File: config.mk
export PLATFORM = sky130hd
export DESIGN_NAME = draw_fall_ctl
export DESIGN_NICKNAME = d
export VERILOG_FILES = /design/src/rtl/draw_fall_ctl.sv
export SDC_FILE = /design/constraint.sdc
export NUM_CORES = 1
export LEC_CHECK = 0
export ABC_AREA = 1
export BUFFER_PORTS_ARGS = -buffer_cell sky130_fd_sc_hd__buf_2
export CAP_MARGIN = 15
export CORE_UTILIZATION = 45
export CTS_CLUSTER_DIAMETER = 200
export CTS_CLUSTER_SIZE = 20
export DETAILED_ROUTE_END_ITERATION = 10
export GPL_TIMING_DRIVEN = 0
export PLACE_DENSITY_LB_ADDON = 0.2
export SYNTH_ARGS = -nofsm -noshare
export SYNTH_HDL_FRONTEND = slang
export SYNTH_SLANG_ARGS = --single-unit
File: constraint.sdc
create_clock -name clk -period 2.3 [get_ports clk]
set_clock_uncertainty 0.2 [all_clocks]
set_input_delay 0.345 -clock clk [delete_from_list [all_inputs] [get_ports clk]]
set_output_delay 0.345 -clock clk [all_outputs]
set_load 0.1 [all_outputs]
File: src/rtl/draw_fall_ctl.sv
// draw_fall_ctl: mouse-dropped object that falls under accelerating steps and lands on a floor row; optional bounce via DRAW_FALL_BOUNCE_EN
// Ports: clk, rst (async, active-high), mouse_left/mouse_xpos/mouse_ypos pointer inputs,
//        xpos/ypos object position, busy (FALLING or RISING), landed (1-cycle pulse on LANDED entry).
module draw_fall_ctl #(
  parameter int POS_W   = 12,
  parameter int FLOOR_Y = 552,
  parameter int PER_W   = 18,
  parameter int T_START = 200000,
  parameter int T_DEC   = 250,
  parameter int T_MIN   = 20000,
  parameter int BOUNCES = 3
) (
  input  logic             clk,
  input  logic             rst,
  input  logic             mouse_left,
  input  logic [POS_W-1:0] mouse_xpos,
  input  logic [POS_W-1:0] mouse_ypos,
  output logic [POS_W-1:0] xpos,
  output logic [POS_W-1:0] ypos,
  output logic             busy,
  output logic             landed
);
  typedef enum logic [1:0] {IDLE, FALLING, RISING, LANDED} state_t;
  localparam logic [POS_W-1:0] L_FLOOR  = POS_W'(FLOOR_Y);
  localparam logic [PER_W-1:0] L_TSTART = PER_W'(T_START);
  localparam logic [PER_W-1:0] L_TDEC   = PER_W'(T_DEC);
  localparam logic [PER_W-1:0] L_TMIN   = PER_W'(T_MIN);
  state_t           r_state, w_state;
  logic [POS_W-1:0] r_xpos, r_ypos, w_xpos, w_ypos;
  logic [PER_W-1:0] r_cnt, r_period, w_cnt, w_period, w_dec;
  logic             r_prev, r_busy, r_landed, w_press, w_tick;
  assign w_press = mouse_left & ~r_prev;
  assign w_tick  = r_cnt == r_period;
  // shrink the step period toward terminal velocity without wrapping below T_MIN
  assign w_dec   = (r_period >= L_TMIN + L_TDEC) ? r_period - L_TDEC : L_TMIN;
`ifdef DRAW_FALL_BOUNCE_EN
  localparam logic [7:0] L_BOUNCES = 8'(BOUNCES);
  logic [7:0]       r_bcnt, w_bcnt;
  logic [PER_W-1:0] w_inc, w_half;
  assign w_inc  = (r_period >= L_TSTART - L_TDEC) ? L_TSTART : r_period + L_TDEC;
  // rebound loses half of the remaining speed headroom
  assign w_half = r_period + ((L_TSTART - r_period) >> 1);
`endif
  always_comb begin
    w_state  = r_state;
    w_xpos   = r_xpos;
    w_ypos   = r_ypos;
    w_cnt    = r_cnt;
    w_period = r_period;
`ifdef DRAW_FALL_BOUNCE_EN
    w_bcnt   = r_bcnt;
`endif
    case (r_state)
      IDLE: begin
        w_xpos = mouse_xpos;
        w_ypos = (mouse_ypos > L_FLOOR) ? L_FLOOR : mouse_ypos;
        if (w_press && r_ypos < L_FLOOR) begin
          w_state  = FALLING;
          w_cnt    = '0;
          w_period = L_TSTART;
`ifdef DRAW_FALL_BOUNCE_EN
          w_bcnt   = '0;
`endif
        end
      end
      FALLING: begin
        if (r_ypos >= L_FLOOR) begin
          w_state = LANDED;
`ifdef DRAW_FALL_BOUNCE_EN
          if (r_bcnt < L_BOUNCES) begin
            w_state  = RISING;
            w_bcnt   = r_bcnt + 8'd1;
            w_period = w_half;
            w_cnt    = '0;
          end
`endif
        end else if (w_tick) begin
          w_cnt    = '0;
          w_ypos   = r_ypos + 1'b1;
          w_period = w_dec;
        end else
          w_cnt = r_cnt + 1'b1;
      end
`ifdef DRAW_FALL_BOUNCE_EN
      RISING: begin
        if (r_period == L_TSTART || r_ypos == '0) begin
          w_state = FALLING;
          w_cnt   = '0;
        end else if (w_tick) begin
          w_cnt    = '0;
          w_ypos   = r_ypos - 1'b1;
          w_period = w_inc;
        end else
          w_cnt = r_cnt + 1'b1;
      end
`endif
      // a press sampled in the landing-pulse cycle is too early to count
      LANDED: w_state = (w_press && !r_landed) ? IDLE : LANDED;
      default: w_state = IDLE;
    endcase
  end
  always_ff @(posedge clk or posedge rst) begin
    if (rst) begin
      r_state  <= IDLE;
      r_xpos   <= '0;
      r_ypos   <= '0;
      r_cnt    <= '0;
      r_period <= L_TSTART;
      r_prev   <= 1'b0;
      r_busy   <= 1'b0;
      r_landed <= 1'b0;
`ifdef DRAW_FALL_BOUNCE_EN
      r_bcnt   <= '0;
`endif
    end else begin
      r_state  <= w_state;
      r_xpos   <= w_xpos;
      r_ypos   <= w_ypos;
      r_cnt    <= w_cnt;
      r_period <= w_period;
      r_prev   <= mouse_left;
      r_busy   <= (w_state == FALLING) || (w_state == RISING);
      r_landed <= (w_state == LANDED) && (r_state != LANDED);
`ifdef DRAW_FALL_BOUNCE_EN
      r_bcnt   <= w_bcnt;
`endif
    end
  end
  assign xpos   = r_xpos;
  assign ypos   = r_ypos;
  assign busy   = r_busy;
  assign landed = r_landed;
endmodule

==> flow_summary.toml <==
[cts]
cts_tree = "yes"
clock_path_buffers = 2
clkLatencyLatePin_ns = 0.35
cts_root_buffer = "clkbuf_8"
cts_inserted_buffers = 9
cts.sinks = 64
clk_pin_slew_ns = 0.08
htreeDepth = 3
post_cts_buffers = 0

[global_routing]
grt_first_pass_wirelength_mm = 17.9
grt-ovfl-total = 0
grt_antenna_before_repair = 0
grt_max_degree = 38
grt.total_usage = 0.231
grt_pass1_vias = 3865

[hold_path]
min_from = "mouse_xpos[1]"
hold_path_class = "input pin to flop"

[logic_synthesis]
yosysWarnings = 0
synth.distinct_cells = 35
synth_area_per_cell_sq_um = 6.91
synth_nets = 641
synth_top_area_share = 0.345
netlist_top_cells_area = "dfrtp_1, nand2_1, nand3_1, nor2_1, inv_1"
syn_inst = 609
synth_top_area_cell = "dfrtp_1"
synth_area_sq_um = 4210
ys_ff_latch = 64
yosysSeqAreaShare = 0.382

[setup_path]
r2r_slack_ns = 0.16
crit_path_start = "r_state[1]"
cp.arrival_ns = 2.17
required_ns = 2.33
r2r_start = "r_state[1]"
end_kind = "flop"
cp-start-kind = "flop"
path_max_fanout = 10
path_class = "flop to flop"

[drt]
drc = 0
wl_per_cell_um = 13.2
drt_wl_total_mm = 10.4
drt-vias-per-instance = 5.13
vias = 4046
dr.pass1.iters = 5
final_antenna_net_count = 0
drt_iter0_markers = 326

[status]
status = "complete, no violations"

[sta]
slew_headroom = 0.455
fin_crit_sh = 0.928
setup_violations = 0
clock.fmax_mhz = 468
maxSlewViolCount = 0
rsz0062_at_grt = "no"
fin_ws_ns = 0.164
hold_viol = 0
period_needed_ns = 2.14
tightest_slew_ns = 0.817

[die]
die_area_sq_um = 9750
core_area_sq_um = 8890
die_x_um = 98.7
io_pins = 53
rows = 34
initial_core_util = 0.474
die_h_um = 98.7

[placed_design]
preCtsSetupSlack_ns = 0.144
hpwl_mm = 7.57
place.gp.congestion = 0.883
port-buffer-count = 52
dpl_cell_area_sq_um = 4640

[power]
peakVddDrop_uv = 1140
leakagePower_nw = 2.47
cellPowerDensity_nw_per_um2 = 1570

[flow_run]
maxCapViolCount = 0

[final_layout]
mostFrequentLayoutCells = "nand2_1, nor2_1, buf_2"
final_area_sq_um = 4900
mostFrequentLayoutCell = "nand2_1"
nets = 707
diodes = 0
drive_gt1_frac = 0.201
syn_to_final_growth_pct = 16.3
metrics by stage:
step           power, mW  hold WS [ns]  instances  setup TNS [ns]   util
6_report            7.67        0.0208        788               0  0.551
5_1_grt             8.21        0.0135        788               0  0.551
4_1_cts             7.67        0.0120        788               0  0.549
3_5_place_dp        6.51         0.272        770               0  0.522
3_3_place_gp        6.44         0.269        769          -40.83  0.519
2_1_floorplan       5.53         0.176        609               0      -
cells in the mapped netlist, drive strengths merged:
cell / instances
nand2: 232
nor2: 72
inv: 65
nand3: 59
dfrtp: 58
o21ai: 26
xor2: 21
buf: 12
mux2: 12
nand4: 12
nor3: 10
dfstp: 6
ha: 5
clkbuf: 4
a21oi: 3
xnor2: 3
nand3b: 2
a21boi: 1
a21o: 1
a22oi: 1
and3: 1
o211ai: 1
o22ai: 1
or3: 1
kinds of logic (layout without fill, tap and decap cells):
family                     after synthesis  in the layout  synth area share
muxes                                   12             12            0.0321
and+or+nand+nor                        389            389             0.386
AOI/OAI and AO/OA                       34             34            0.0556
buffers and inverters                   81            152            0.0796
xor gates and xnor gates                24             24            0.0499
DFF                                     64             64             0.382
adders and majority gates                5              5            0.0149
power breakdown:
group / switching (mW) / internal (mW) / total, mW
registers: 0.381 / 1.53 / 1.91
clock network: 0.498 / 0.623 / 1.12
logic: 3.51 / 1.13 / 4.64
registers in the layout, indices dropped and copies added (netlist names):
register / flops
r_period: 17
r_cnt: 18
r_state: 2
landed: 1
ypos: 12
xpos: 12
r_prev: 1
busy: 1
layer usage:
| metal | vias to the layer above | wire length [um] | GRT usage | share of wire |
|---|---|---|---|---|
| met5 | - | 0 | 0 | 0 |
| met1 | 1871 | 4860 | 0.303 | 0.47 |
| li1 | 2050 | - | - | - |
| met2 | 107 | 4860 | 0.392 | 0.47 |
| met3 | 18 | 484 | 0.0298 | 0.047 |
| met4 | 0 | 202 | 0.0873 | 0.019 |
worst max-delay path, cell delays in order (launching register included):
cell      delay [ns]
dfrtp_1         0.42
inv_1           0.07
nand2_1         0.23
clkbuf_1        0.47
o211ai_1        0.25
ha_1            0.26
a21boi_0        0.12
layout make-up:
class | instances | area [sq um]
fill | 881 | 3990
timing repair buffer | 55 | 300
clock inverter | 7 | 104
multi-input combinational | 464 | 2280
tap | 108 | 135
inverter | 65 | 244
clock buffer | 9 | 124
sequential | 64 | 1620
buffer | 16 | 91.3
repair_timing:
| item | CTS | global route |
|---|---|---|
| resized for setup | 0 | 2 |
| hold buffers | 2 | 0 |
| setup endpoints to repair | 0 | 12 |
| endpoints found under the hold margin | 20 | 0 |
worst paths after layout:
path,to,depth (start not counted)
hold / removal,xpos[1],2
min in group asynchronous,xpos[0],3
max in group asynchronous,r_period[10],4
setup reg to reg,landed,6
setup / recovery,landed,6
hold reg to reg,xpos[10],1
(Power assumes the default switching activity.)
